`src/rtl/encoder_bank_ctrl_pkg.sv`:
```
// Shared definitions for the encoder bank controller: register offsets, channel limit, FSM encoding.
// Latency: n/a (types and constants only).
// Backpressure: n/a.
package encoder_bank_pkg;

  localparam int NUM_ENC_MAX = 8;

  // Word offsets in the register window; VALUE[i] lives at 0..NUM_ENC-1.
  localparam int REG_PENDING = 8;
  localparam int REG_MASK    = 9;
  localparam int REG_SNAP    = 10;

  typedef enum logic [1:0] {
    ST_IDLE   = 2'd0,
    ST_ACCESS = 2'd1,
    ST_ACK    = 2'd2
  } state_e;

endpackage

```
`src/rtl/encoder_bank_ctrl_if.sv`:
```
// CPU peripheral bus bundle for the encoder bank register window.
// Latency: n/a (wiring only).
// Backpressure: req is held by the master until the slave pulses ack.
// Ports: req/wr/be/addr/wdata from master, rdata/ack from slave.
interface encoder_bank_ctrl_if #(
  parameter int ADDR_W = 4
) ();
  logic              req;
  logic              wr;
  logic [1:0]        be;
  logic [ADDR_W-1:0] addr;
  logic [15:0]       wdata;
  logic [15:0]       rdata;
  logic              ack;

  modport master (output req, wr, be, addr, wdata, input rdata, ack);
  modport slave  (input req, wr, be, addr, wdata, output rdata, ack);
endinterface

```
`src/rtl/encoder_change_detect.sv`:
```
// Per-channel change detector: previous-value register, post-preset suppression, sticky W1C pending bit.
// Latency: pending rises one cycle after enc_q_i differs from its previous sample.
// Backpressure: none; evaluates every cycle.
// Ports: enc_q_i channel value, preset_i strobe seen this cycle, clr_i W1C request, pending_o sticky flag.
module encoder_change_detect (
  input  logic        clk,
  input  logic        rst_n,
  input  logic [15:0] enc_q_i,
  input  logic        preset_i,
  input  logic        clr_i,
  output logic        pending_o
);

  logic [15:0] prev_q, prev_d;
  logic        supp_q, supp_d;
  logic        pend_q, pend_d;
  logic        change;

  always_comb begin
    prev_d = enc_q_i;
    // The channel loads the preset on the strobe edge, so its value moves in
    // the following cycle; ignore that one comparison.
    supp_d = preset_i;
    change = (enc_q_i != prev_q) && !supp_q;
    // A new change beats a simultaneous clear.
    pend_d = change | (pend_q & ~clr_i);
  end

  // prev tracks enc_q during reset as well, so leaving reset never flags.
  always_ff @(posedge clk) begin
    prev_q <= prev_d;
    if (!rst_n) begin
      supp_q <= 1'b0;
      pend_q <= 1'b0;
    end else begin
      supp_q <= supp_d;
      pend_q <= pend_d;
    end
  end

  assign pending_o = pend_q;

endmodule

```
`src/rtl/encoder_bank_ctrl.sv`:
```
// Memory-mapped controller for NUM_ENC rotary-encoder channels: value read, preset, change flags, irq.
// Latency: req to ack is 2 cycles; one access per 3 cycles at most; irq lags pending/mask by 1 cycle.
// Backpressure: master holds req until ack; bus inputs are latched at access start and ignored afterwards.
// Ports: clk, rst_n (sync, active-low), bus (slave modport), enc_we/enc_din preset strobes and data,
//        enc_q live channel values, irq level interrupt.
// Option: ENC_SNAPSHOT_EN adds shadow registers captured by a SNAP write; VALUE reads then return the shadow.
module encoder_bank_ctrl
  import encoder_bank_pkg::*;
#(
  parameter int NUM_ENC = 4,
  parameter int ADDR_W  = 4
) (
  input  logic                   clk,
  input  logic                   rst_n,
  encoder_bank_ctrl_if.slave     bus,
  output logic [2*NUM_ENC-1:0]   enc_we,
  output logic [15:0]            enc_din,
  input  logic [16*NUM_ENC-1:0]  enc_q,
  output logic                   irq
);

  state_e              state_q, state_d;
  logic [ADDR_W-1:0]   addr_q, addr_d;
  logic                wr_q, wr_d;
  logic [1:0]          be_q, be_d;
  logic [15:0]         wdata_q, wdata_d;
  logic [15:0]         rdata_q, rdata_d;
  logic [NUM_ENC-1:0]  mask_q, mask_d;
  logic                irq_q, irq_d;

  logic [2*NUM_ENC-1:0] we_raw;
  logic [NUM_ENC-1:0]   pend_clr;
  logic [NUM_ENC-1:0]   pending;
  logic [15:0]          rd_mux;

`ifdef ENC_SNAPSHOT_EN
  logic [15:0] shadow_q [NUM_ENC];
  logic [15:0] shadow_d [NUM_ENC];
  logic        snap_en;
`endif

  // Read mux, evaluated in ACCESS against the latched address.
  always_comb begin
    rd_mux = 16'h0000;
    for (int i = 0; i < NUM_ENC; i++) begin
      if (addr_q == ADDR_W'(i)) begin
`ifdef ENC_SNAPSHOT_EN
        rd_mux = shadow_q[i];
`else
        rd_mux = enc_q[16*i +: 16];
`endif
      end
    end
    if (addr_q == ADDR_W'(REG_PENDING)) rd_mux = 16'(pending);
    if (addr_q == ADDR_W'(REG_MASK))    rd_mux = 16'(mask_q);
  end

  always_comb begin
    state_d  = state_q;
    addr_d   = addr_q;
    wr_d     = wr_q;
    be_d     = be_q;
    wdata_d  = wdata_q;
    rdata_d  = rdata_q;
    mask_d   = mask_q;
    we_raw   = '0;
    pend_clr = '0;
`ifdef ENC_SNAPSHOT_EN
    snap_en  = 1'b0;
`endif
    case (state_q)
      ST_IDLE: begin
        if (bus.req) begin
          state_d = ST_ACCESS;
          addr_d  = bus.addr;
          wr_d    = bus.wr;
          be_d    = bus.be;
          // wdata_q doubles as enc_din, so it only moves on writes.
          if (bus.wr) wdata_d = bus.wdata;
        end
      end
      ST_ACCESS: begin
        state_d = ST_ACK;
        if (wr_q) begin
          for (int i = 0; i < NUM_ENC; i++) begin
            if (addr_q == ADDR_W'(i)) we_raw[2*i +: 2] = be_q;
          end
          // Flag and mask fields fit in the low byte.
          if (addr_q == ADDR_W'(REG_PENDING) && be_q[0]) pend_clr = wdata_q[NUM_ENC-1:0];
          if (addr_q == ADDR_W'(REG_MASK) && be_q[0])    mask_d   = wdata_q[NUM_ENC-1:0];
`ifdef ENC_SNAPSHOT_EN
          if (addr_q == ADDR_W'(REG_SNAP)) snap_en = 1'b1;
`endif
        end else begin
          rdata_d = rd_mux;
        end
      end
      ST_ACK: begin
        state_d = ST_IDLE;
      end
      default: begin
        state_d = ST_IDLE;
      end
    endcase
  end

  assign irq_d = |(pending & mask_q);

`ifdef ENC_SNAPSHOT_EN
  always_comb begin
    for (int i = 0; i < NUM_ENC; i++) begin
      shadow_d[i] = snap_en ? enc_q[16*i +: 16] : shadow_q[i];
    end
  end
`endif

  always_ff @(posedge clk) begin
    if (!rst_n) begin
      state_q <= ST_IDLE;
      addr_q  <= '0;
      wr_q    <= 1'b0;
      be_q    <= 2'b00;
      wdata_q <= 16'h0000;
      rdata_q <= 16'h0000;
      mask_q  <= '0;
      irq_q   <= 1'b0;
`ifdef ENC_SNAPSHOT_EN
      for (int i = 0; i < NUM_ENC; i++) shadow_q[i] <= 16'h0000;
`endif
    end else begin
      state_q <= state_d;
      addr_q  <= addr_d;
      wr_q    <= wr_d;
      be_q    <= be_d;
      wdata_q <= wdata_d;
      rdata_q <= rdata_d;
      mask_q  <= mask_d;
      irq_q   <= irq_d;
`ifdef ENC_SNAPSHOT_EN
      for (int i = 0; i < NUM_ENC; i++) shadow_q[i] <= shadow_d[i];
`endif
    end
  end

  for (genvar g = 0; g < NUM_ENC; g++) begin : g_cd
    encoder_change_detect u_cd (
      .clk       (clk),
      .rst_n     (rst_n),
      .enc_q_i   (enc_q[16*g +: 16]),
      .preset_i  (|enc_we[2*g +: 2]),
      .clr_i     (pend_clr[g]),
      .pending_o (pending[g])
    );
  end

  // Reset asserted mid-access kills the strobe in that same cycle.
  assign enc_we    = rst_n ? we_raw : '0;
  assign enc_din   = wdata_q;
  assign bus.ack   = (state_q == ST_ACK);
  assign bus.rdata = rdata_q;
  assign irq       = irq_q;

endmodule

```
`src/flat_wrapper.sv`:
```
// flat-port wrapper written by rule: the top's interface ports become plain ports
module encoder_bank_ctrl_flat import encoder_bank_pkg::*;
#(
  parameter int NUM_ENC = 4,
  parameter int ADDR_W  = 4
)
  (clk, rst_n, enc_we, enc_din, enc_q, irq, bus_req, bus_wr, bus_be, bus_addr, bus_wdata, bus_rdata, bus_ack);
  encoder_bank_ctrl_if #(.ADDR_W(ADDR_W)) bus_i ();
  input  logic clk;
  input  logic rst_n;
  output logic [2*NUM_ENC-1:0] enc_we;
  output logic [15:0] enc_din;
  input  logic [16*NUM_ENC-1:0] enc_q;
  output logic irq;
  input wire logic [$bits(bus_i.req)-1:0] bus_req;
  input wire logic [$bits(bus_i.wr)-1:0] bus_wr;
  input wire logic [$bits(bus_i.be)-1:0] bus_be;
  input wire logic [$bits(bus_i.addr)-1:0] bus_addr;
  input wire logic [$bits(bus_i.wdata)-1:0] bus_wdata;
  output wire logic [$bits(bus_i.rdata)-1:0] bus_rdata;
  output wire logic [$bits(bus_i.ack)-1:0] bus_ack;
  assign bus_i.req = bus_req;
  assign bus_i.wr = bus_wr;
  assign bus_i.be = bus_be;
  assign bus_i.addr = bus_addr;
  assign bus_i.wdata = bus_wdata;
  assign bus_rdata = bus_i.rdata;
  assign bus_ack = bus_i.ack;
  encoder_bank_ctrl #(.NUM_ENC(NUM_ENC), .ADDR_W(ADDR_W)) u_core (.clk(clk), .rst_n(rst_n), .bus(bus_i), .enc_we(enc_we), .enc_din(enc_din), .enc_q(enc_q), .irq(irq));
endmodule
```
`config.mk`:
```
export PLATFORM = sky130hd
export DESIGN_NAME = encoder_bank_ctrl_flat
export DESIGN_NICKNAME = d
export VERILOG_FILES = /design/src/rtl/encoder_bank_ctrl_pkg.sv /design/src/rtl/encoder_bank_ctrl_if.sv /design/src/rtl/encoder_change_detect.sv /design/src/rtl/encoder_bank_ctrl.sv /design/src/flat_wrapper.sv
export SDC_FILE = /design/constraint.sdc
export NUM_CORES = 1
export LEC_CHECK = 0
export CORE_MARGIN = 2
export CORE_UTILIZATION = 30
export CTS_BUF_LIST = sky130_fd_sc_hd__clkbuf_4 sky130_fd_sc_hd__clkbuf_8
export CTS_CLUSTER_DIAMETER = 80
export DETAILED_ROUTE_END_ITERATION = 6
export HOLD_SLACK_MARGIN = 0.03
export SYNTH_ARGS = -nofsm -noshare
export SYNTH_HDL_FRONTEND = slang
export SYNTH_SLANG_ARGS = --single-unit
```
`constraint.sdc`:
```
create_clock -name clk -period 2.35 [get_ports clk]
set_input_delay 0.705 -clock clk [delete_from_list [all_inputs] [get_ports clk]]
set_output_delay 0.705 -clock clk [all_outputs]
set_load 0.02 [all_outputs]
```
Word level (Yosys, flattened, before mapping)
Cells that the tools add are included.
{"block": "classes", "eq_ne": 12, "bitwise": 14, "reduce_logical": 21, "mux": 18}
{"operator": "16-bit two-way mux", "count": 6}
{"operator": "16-bit != test", "count": 4}
{"operator": "8-bit two-way mux", "count": 3}
{"operator": "4-bit two-way mux", "count": 3}
{"operator": "2-bit two-way mux", "count": 5}
{"operator": "4-bit by 2-bit equality test with 1-bit output (second input constant)", "count": 2}
{"operator": "4-bit equality test (second input constant)", "count": 2}
{"operator": "2-bit OR reduction", "count": 4}
{"operator": "1-bit logical AND", "count": 6}
{"operator": "3-bit AND reduction", "count": 2}
{"operator": "1-bit NOT", "count": 5}
{"operator": "1-bit AND", "count": 4}
{"operator": "4-bit AND", "count": 1}
{"operator": "4-bit by 1-bit equality test with 1-bit output (second input constant)", "count": 1}
{"operator": "1-bit zero test", "count": 4}
{"operator": "4-bit zero test", "count": 1}
{"operator": "1-bit bitwise OR", "count": 4}
{"operator": "2-bit case mux with 2 select lines", "count": 1}
{"operator": "2-bit AND reduction", "count": 2}
{"operator": "4-bit OR reduction", "count": 1}
{"operator": "2-bit by 1-bit equality test with 1-bit output (second input constant)", "count": 1}
{"operator": "2-bit equality test (second input constant)", "count": 1}
{"operator": "2-bit zero test", "count": 1}
{"operator": "2-bit != test (second input constant)", "count": 1}
{"block": "word_totals", "input_bits": 90, "output_inout_bits": 42, "register_bits": 118}

Logic depth before layout (Yosys ltp)
Gate-level depths: netlist of run 1.
{"block": "depth", "word_depth": 8, "ltp_mapped": 7, "mapped_depth_nobuf": 4}

By module
From an unflattened synthesis of run 1, not the netlist that was laid out.
{"block": "hier_totals", "cells_unflattened": 411, "area_unflattened_um2": 4638.2}
{"mod": "encoder_bank_ctrl", "area_each_um2": 2396.0, "seq_area_each_um2": 920.9, "instances": 1, "cells_each": 243}
{"mod": "encoder_change_detect", "area_each_um2": 560.5, "seq_area_each_um2": 360.3, "instances": 4, "cells_each": 42}

Worst setup path after synthesis of run 1
Ideal clock, no wire load.
{"block": "synth_timing", "path_type": "register -> output", "startpoint": "register u_core.addr_q[1]", "endpoint": "output port enc_we[5]", "setup_slack_ns": 0.086, "path_stages_with_launch": 5, "t_arrival_ns": 1.559, "n_path_buf": 2, "required_ns": 1.645, "cell_sequence": "dfxtp_1 -> clkbuf_1 -> or4b_1 -> clkbuf_1 -> nor2_1"}
{"block": "synth_via", "elab_chain_len": 5}
{"item": "start, declared", "line_no": "encoder_bank_ctrl.sv:23", "source": "logic [ADDR_W-1:0] addr_q, addr_d;"}
{"item": "start signal, assigned", "line_no": "encoder_bank_ctrl.sv:132", "source": "addr_q <= addr_d;"}
{"item": "4-bit by 2-bit equality test with 1-bit output", "line_no": "encoder_bank_ctrl.sv:86", "source": "if (addr_q == ADDR_W'(i)) we_raw[2*i +: 2] = be_q;"}
{"item": "2-bit two-way mux", "line_no": "encoder_bank_ctrl.sv:86"}
{"item": "8-bit two-way mux", "line_no": "encoder_bank_ctrl.sv:84", "source": "if (wr_q) begin"}
{"item": "8-bit two-way mux", "line_no": "encoder_bank_ctrl.sv:71", "source": "case (state_q)"}
{"item": "8-bit two-way mux", "line_no": "encoder_bank_ctrl.sv:157", "source": "assign enc_we = rst_n ? we_raw : '0;"}
{"item": "end, declared", "line_no": "flat_wrapper.sv:11", "source": "output logic [2*NUM_ENC-1:0] enc_we;"}
Every way passes these cells.

Final worst setup path of run 1
{"block": "layout_timing", "startpoint": "register u_core.addr_q[2]", "endpoint": "output port enc_we[5]"}
The elaborated chain is that of the path after synthesis.

==> out/results.md, run 1 <==
Cells and area
- **antenna diode count** 0
- **sequential cell area in the final layout** 2360 um2
- **most frequent cells in the layout** sky130_fd_sc_hd__clkdlybuf4s50_1 (121), sky130_fd_sc_hd__dfxtp_1 (117), sky130_fd_sc_hd__xor2_1 (64)
- **area growth from synthesis to layout** 49.4%
- **Final nets** 724
- **non-filler instance count after layout** 831
- **area of the multi-input gates** 2080 um2
- **Filler Cell Count** 1,388
- **share of final-layout standard cells stronger than drive strength 1** 16.7%
- **most common cell after layout, fill and taps aside** sky130_fd_sc_hd__clkdlybuf4s50_1
- **Layout Cell Area excl Fill** 6740 um2

Floorplan
- **number of top-level design ports** 132
- **Chip Height** 127 um
- **starting utilization of the core area** 30.8%
- **Die W** 127 um
- **number of placement rows** 44
- **area of the die** 16,000 um2
- **core box area** 14,600 um2

STA
- **setup total negative slack** 0 ps
- **highest clock rate** 433 MHz
- **number of setup violations in the final report** 0
- **worst hold margin** 457 ps
- **share of the clock period used by the worst path after layout** 98.4%
- **max_slew headroom** 62.0%
- **post-route minimum period** 2310 ps
- **pin slew with the least headroom to its limit** 569 ps
- **Slew Viols, Final** 0
- **worst clock skew** 8.32 ps
- **min setup slack post-route** 38.1 ps
- **unrepaired setup endpoints after global routing** true
- **number of hold violations in the final report** 0

Yosys
- **number of standard cells after synthesis** 463
- **mapped cell area** 4510 um2
- **share of the synthesized area in the top cell type** 52.3%
- **sequential element share of the synthesized area** 52.3%
- **library cell with the largest summed area after synthesis** sky130_fd_sc_hd__dfxtp_1
- **count of state elements after synthesis** 118
- **mean area per synthesized cell** 9.75 um2
- **count of distinct cell types in the synthesized netlist** 37
- **primary flip-flop cell chosen by synthesis mapping** sky130_fd_sc_hd__dfxtp_1
- **post-synth net total** 553
- **fraction of registers with async set or reset after synthesis** 0%
- **leading cell types by total area after synthesis** sky130_fd_sc_hd__dfxtp_1 (52%), sky130_fd_sc_hd__xor2_1 (12%), sky130_fd_sc_hd__nand2_1 (4.7%), sky130_fd_sc_hd__a21oi_1 (3.8%), sky130_fd_sc_hd__nor2_1 (3.7%)
- **yosys warns** 0
- **number of flops mapped to enable cells by yosys** 0

Pwr
- **proportion of power drawn by the clock network** 41.5%
- **internal power component** 3.58 mW
- **total leakage power** 2.60 nW
- **worst voltage drop across the vdd grid** 0.330 mV
- **net switching power** 1.24 mW
- **switching share of total power** 25.7%
- **part of the total power dissipated in combinational logic** 13.9%
- **part of the power in registers** 44.6%
- **Pwr per Cell Area** 714 nW/um2

Global routing
- **number of global-route vias before repair** 4,070
- **grt total ovfl** 0
- **antenna violations before repair** 0
- **wire length of the first global-routing pass** 20,800 um
- **overall global routing resource usage** 16.9%
- **largest net degree at the start of global routing** 29

Setup path
- **number of cells on the worst reg-to-reg path** 5
- **R2R Path End** u_core.bus.rdata[8]
- **Critical Path AT** 1610 ps
- **CP max FO** 3
- **nature of the critical path startpoint** flop
- **minimum setup slack among reg-to-reg paths** 460 ps
- **capturing element type of the critical path** primary output
- **source of the worst register-to-register timing path** u_core.state_q[1]
- **kind of critical path** flop to primary output
- **required time reported for the critical path endpoint** 1640 ps

Hold path
- **Hold Startpoint** u_core.enc_din[9]
- **count of cells along the worst hold path** 2
- **Endpoint, Worst Hold** u_core.enc_din[9]
- **type of the most critical hold path** flop to flop

Clock tree
- **clock tree from TritonCTS** yes
- **number of clock buffers inserted by TritonCTS** 17
- **clock slew seen by the registers of the worst setup and hold paths** 70 ps
- **clock network latency to the later pin of the worst-skew pair** 460 ps
- **Clock Tree Buf Depth** 2
- **count of clock tree sinks** 118
- **number of H-tree levels** 4
- **Post-CTS Hold Buffers** 0
- **buffer type at the clock tree root** sky130_fd_sc_hd__clkbuf_8

Place
- **half-perimeter wire length after placement** 10,000 um
- **dpl cells** 796
- **Final GP Congestion** 0.790
- **Port Buffers** 131
- **cell area reported after detailed placement** 6260 um2
- **post-placement worst setup slack** -933 ps

Drt
- **number of remaining DRC errors** 0
- **routed length per placed instance** 15.8 um
- **count of antenna-violating nets left after detailed routing** 0
- **number of optimization iterations in the first detailed-route pass** 4
- **via count** 3,881
- **number of DRC violations after detailed-routing iteration 0** 204
- **total length of routed wires** 13,100 um
- **vias per cell** 4.67

Status
- **outcome** completed

Job
- **max-cap violation count** 0

==> power by group through the flow <==
stage | combinational (mW) | clock [mW] | sequential [mW]
3_3_place_gp | 0.653 | 0 | 2.19
4_1_cts | 0.668 | 2.05 | 2.15
6_report | 0.671 | 2.00 | 2.15
3_5_place_dp | 0.660 | 0 | 2.19
5_1_grt | 0.731 | 2.14 | 2.16
2_1_floorplan | 0.259 | 0 | 2.22
==> cell families (layout without fill, tap and decap cells) <==
kind of cell           Yosys count  count (layout)  share of synthesized area (%)
buffers and inverters           25             209                           2.44
XOR/XNOR                        64              64                           12.4
flip-flops                     118             118                           52.3
multiplexers                    26              26                           6.35
AND/OR/NAND/NOR                158             158                           16.9
AO/OA/AOI/OAI                   72              72                           9.62
==> synthesized netlist by cell type (3+ instances only) <==
cell type	instances
sky130_fd_sc_hd__nor2_1	44
sky130_fd_sc_hd__a21oi_1	34
sky130_fd_sc_hd__xor2_1	64
sky130_fd_sc_hd__nand2_1	57
sky130_fd_sc_hd__nor3b_1	5
sky130_fd_sc_hd__and2_1	3
sky130_fd_sc_hd__o32ai_1	4
sky130_fd_sc_hd__nor2b_1	4
sky130_fd_sc_hd__o211ai_1	4
sky130_fd_sc_hd__o21a_1	4
sky130_fd_sc_hd__a31oi_1	4
sky130_fd_sc_hd__nand2b_1	5
sky130_fd_sc_hd__o21ai_0	5
sky130_fd_sc_hd__mux2i_1	14
sky130_fd_sc_hd__nand3_1	4
sky130_fd_sc_hd__a41oi_1	4
sky130_fd_sc_hd__mux2_2	11
sky130_fd_sc_hd__nor4_1	16
sky130_fd_sc_hd__o22ai_1	11
sky130_fd_sc_hd__or3_1	11
sky130_fd_sc_hd__dfxtp_1	118
sky130_fd_sc_hd__inv_1	4
sky130_fd_sc_hd__clkbuf_1	15
==> critical path: stages, from the launching register on <==
cell and delay (ps):
sky130_fd_sc_hd__dfxtp_1 310, sky130_fd_sc_hd__or4b_4 570, sky130_fd_sc_hd__nor2_2 140, sky130_fd_sc_hd__buf_6 130
==> repair_timing <==
item | CTS | global route
resized for setup | 48 | 13
pin swaps | 7 | 4
setup endpoints to repair | 9 | 8
buffers inserted | 1 | 2
==> routing by layer <==
layer	vias to the layer above	wire length [um]	global-route usage, %	part of all wire (%)
li1	1929	-	-	-
met1	1791	5520	19.4	42
met2	140	6240	28.2	48
met3	21	1080	7.47	8.3
met4	0	250	5.69	1.9
met5	-	0	0	0
==> layout make-up <==
class / count / area share (%)
Inverter: 5 / 0.278
Multi-Input combinational cell: 320 / 30.9
Clock buffer: 19 / 3.88
Sequential cell: 118 / 35.0
Clock inverter: 13 / 2.54
Tap cell: 184 / 3.41
Timing Repair Buffer: 172 / 24.0
==> per-stage QoR <==
stage | util, % | total power [mW]
global placement | 42.8 | 2.84
detailed placement | 42.8 | 2.85
global route | 46.1 | 5.03
CTS | 45.7 | 4.86
finish | 46.1 | 4.81
floorplan | - | 2.48
==> state kept, by name, summed over array words and instances (netlist names) <==
name and count:
u_core.wr_q 1, u_core.g_cd.u_cd.prev_q 64, u_core.enc_din 16, u_core.irq 1, u_core.addr_q 4, u_core.mask_q 4
u_core.g_cd.u_cd.pending_o 4, u_core.bus.rdata 16, u_core.state_q 2, u_core.g_cd.u_cd.supp_q 4, u_core.be_q 2
==> worst max path at each step <==
| stage | to | slack (ps) | cells after the start | startpoint |
|---|---|---|---|---|
| finish | enc_we[5] | 40 | 3 | u_core.addr_q[2] |
| global route | enc_we[3] | -70 | 6 | u_core.state_q[0] |
| CTS | enc_we[5] | 7 | 3 | u_core.addr_q[3] |
| detailed placement | enc_we[0] | -930 | 7 | rst_n |
| global placement | enc_we[4] | -940 | 7 | rst_n |
| floorplan | enc_we[5] | 90 | 4 | u_core.addr_q[1] |
(Power assumes the default switching activity.)
==> run 2: changes to the inputs <==
==> constraint.sdc (replaced) <==
create_clock -name clk -period 2.2 [get_ports clk]
set_input_delay 0.66 -clock clk [delete_from_list [all_inputs] [get_ports clk]]
set_output_delay 0.66 -clock clk [all_outputs]
set_load 0.02 [all_outputs]
==> run 2 against run 1 <==
  * The flow now finishes with violations (setup timing)
  * First-iteration DRC count rose by 3.9%
  * Hold slack got worse by 2.2 ps
  * Design area rose by 4.7%
  * Cell count rose by 3.5%
  * Combinational power rose by 14%
  * Critical path depth did not move
  * Worst setup slack got worse by 71 ps
  * Count of clock-buffer cells in the layout rose by 3
  * Non-clock buffer count rose by 30
  * Sequential power rose by 7%
==> out/results.md, run 2 (synthesized netlist as in run 1, its figures left out) <==
Drt
- **count of antenna-violating nets left after detailed routing** 0, unchanged
- **total length of routed wires** 13,200 um, +1.1%
- **number of optimization iterations in the first detailed-route pass** 4, unchanged
- **number of DRC violations after detailed-routing iteration 0** 212, +3.9%
- **vias per cell** 4.60, -1.4%
- **via count** 3,959, +2.0%
- **number of remaining DRC errors** 0, unchanged
- **routed length per placed instance** 15.4 um, -2.3%

Job
- **max-cap violation count** 0, unchanged

Setup path
- **critical-path cell list** or4b_4 -> nor2_4 -> buf_6
- **capturing element type of the critical path** primary output
- **R2R Path End** u_core.bus.rdata[5]
- **nature of the critical path startpoint** flop
- **Critical Path Max Stage Delay** 570 ps, about the same
- **required time reported for the critical path endpoint** 1540 ps, -100 ps
- **number of cells on the worst reg-to-reg path** 5, unchanged
- **minimum setup slack among reg-to-reg paths** 330 ps, -130 ps
- **kind of critical path** flop to primary output
- **source of the worst register-to-register timing path** u_core.state_q[1]
- **Critical Path AT** 1570 ps, -40 ps
- **slowest stage cell, crit path** sky130_fd_sc_hd__or4b_4
- **CP max FO** 3, unchanged

Clock tree
- **Post-CTS Hold Buffers** 0, unchanged
- **count of clock tree sinks** 118, unchanged
- **buffer type at the clock tree root** sky130_fd_sc_hd__clkbuf_8
- **Clock Tree Buf Depth** 2, unchanged
- **clock slew seen by the registers of the worst setup and hold paths** 70 ps, about the same
- **clock tree from TritonCTS** yes
- **number of H-tree levels** 4, unchanged
- **number of clock buffers inserted by TritonCTS** 17, unchanged
- **clock network latency to the later pin of the worst-skew pair** 440 ps, -20 ps

Pwr
- **total leakage power** 2.85 nW, +9.7%
- **worst voltage drop across the vdd grid** 0.351 mV, +6.4%
- **Pwr per Cell Area** 741 nW/um2, +3.8%

STA
- **unrepaired setup endpoints after global routing** true
- **min setup slack post-route** -32.5 ps, -70.6 ps
- **Slew Viols, Final** 0, unchanged
- **number of hold violations in the final report** 0, unchanged
- **share of the clock period used by the worst path after layout** 101%
- **setup total negative slack** -63.2 ps, -63.2 ps
- **post-route minimum period** 2230 ps
- **number of setup violations in the final report** 3, +3
- **pin slew with the least headroom to its limit** 478 ps, -91.5 ps
- **worst clock skew** 10.5 ps, +2.13 ps
- **highest clock rate** 448 MHz
- **worst hold margin** 455 ps, -2.24 ps
- **max_slew headroom** 68.1%, +6.1 points

Status
- **violations in the final reports** setup timing
- **outcome** finished, violations left

Global routing
- **grt total ovfl** 0, unchanged
- **overall global routing resource usage** 17.1%, +0.25 points
- **number of global-route vias before repair** 4,242, +4.2%
- **largest net degree at the start of global routing** 36, +24%
- **wire length of the first global-routing pass** 21,200 um, +2.1%
- **antenna violations before repair** 0, unchanged

Cells and area
- **share of final-layout standard cells stronger than drive strength 1** 21.0%, +4.3 points
- **Final nets** 754, +4.1%
- **most common cell after layout, fill and taps aside** sky130_fd_sc_hd__clkdlybuf4s50_1
- **area of the multi-input gates** 2140 um2, +2.6%
- **Filler Cell Count** 1,353, -2.5%
- **number of flip-flops in the largest register** 64, unchanged
- **antenna diode count** 0, unchanged
- **sequential cell area in the final layout** 2360 um2, about the same
- **most frequent cells in the layout** sky130_fd_sc_hd__clkdlybuf4s50_1 (117), sky130_fd_sc_hd__dfxtp_1 (116), sky130_fd_sc_hd__buf_4 (69)
- **area growth from synthesis to layout** 56.3%
- **most flop-heavy register** u_core.g_cd.u_cd.prev_q

Floorplan
- **starting utilization of the core area** 30.8%, unchanged
- **number of top-level design ports** 132, unchanged
- **area of the die** 16,000 um2, unchanged
- **Chip Height** 127 um, unchanged
- **core box area** 14,600 um2, unchanged
- **Die W** 127 um, unchanged
- **number of placement rows** 44, unchanged

Hold path
- **Hold Startpoint** u_core.enc_din[10]
- **Endpoint, Worst Hold** u_core.enc_din[10]
- **count of cells along the worst hold path** 2, unchanged
- **type of the most critical hold path** flop to flop

Place
- **Final GP Congestion** 0.764, -3.3%
- **Port Buffers** 131, unchanged
- **half-perimeter wire length after placement** 10,200 um, +1.4%

## run 2: cell types whose count changed in the layout (fill, tap and decap cells not counted), moves of 4 or more
cell / previous run / this run
sky130_fd_sc_hd__buf_4: 45 / 69
sky130_fd_sc_hd__buf_6: 3 / 9
sky130_fd_sc_hd__clkinv_4: 4 / 0
sky130_fd_sc_hd__dlymetal6s2s_1: 0 / 4
sky130_fd_sc_hd__clkdlybuf4s50_1: 121 / 117
sky130_fd_sc_hd__nor2_4: 0 / 4
## run 2: metal layers
| metal | up-vias | GRT usage, % | part of all wire, % |
|---|---|---|---|
| li1 | 1984 | - | - |
| met1 | 1841 | 20.2 | 43 |
| met2 | 121 | 29.6 | 49 |
| met3 | 13 | 6.07 | 6.8 |
| met4 | 0 | 4.78 | 0.93 |
| met5 | - | 0 | 0 |
## run 2: how the worst max path moves through the flow
stage / start / to / slack, ps / depth (start not counted)
after floorplan: u_core.addr_q[1] / enc_we[5] / 40 / 4
after global placement: rst_n / enc_we[0] / -1040 / 7
after detailed placement: rst_n / enc_we[2] / -1020 / 7
after CTS: u_core.addr_q[2] / enc_we[4] / -60 / 3
after global routing: u_core.state_q[0] / enc_we[0] / -90 / 6
final: u_core.addr_q[3] / enc_we[5] / -30 / 3
## run 2: cell type report
| cell class | instances | area share (%) |
|---|---|---|
| Inverter | 5 | 0.266 |
| Clock inverter | 9 | 2.13 |
| Timing Repair Buffer | 202 | 26.6 |
| Sequential cell | 118 | 33.5 |
| Clock buffer | 22 | 4.02 |
| Multi-Input combinational cell | 320 | 30.3 |
| Tap cell | 184 | 3.26 |
## run 2: what timing repair did
| action | in CTS | in global routing |
|---|---|---|
| gates resized for setup | 72 | 9 |
| buffers inserted | 1 | 2 |
| pin swaps | 11 | 5 |
| setup endpoints to repair | 9 | 12 |
## run 2: power by group
part | total (mW) | switching, mW | internal [mW]
combinational | 0.768 | 0.342 | 0.426
clock | 2.16 | 0.842 | 1.32
sequential | 2.30 | 0.0552 | 2.24
## run 2: worst max-delay path, delay by kind of cell, from the launching register on
| family | cells | cell delay [ps] |
|---|---|---|
| flip-flops | 1 | 320 |
| AND/OR/NAND/NOR | 2 | 690 |
| buffers and inverters | 1 | 120 |
## run 2: through the flow
stage | utilization [%] | setup slack [ps] | cell area (um2) | instances | total power [mW]
5_1_grt | 48.2 | -93.5 | 7060 | 860 | 5.46
4_1_cts | 47.9 | -56.4 | 7020 | 858 | 5.28
3_3_place_gp | 44.3 | -1040 | 6490 | 826 | 3.08
6_report | 48.2 | -32.5 | 7060 | 860 | 5.23
2_1_floorplan | - | 40.4 | 4520 | 463 | 2.65
3_5_place_dp | 44.3 | -1020 | 6490 | 826 | 3.09
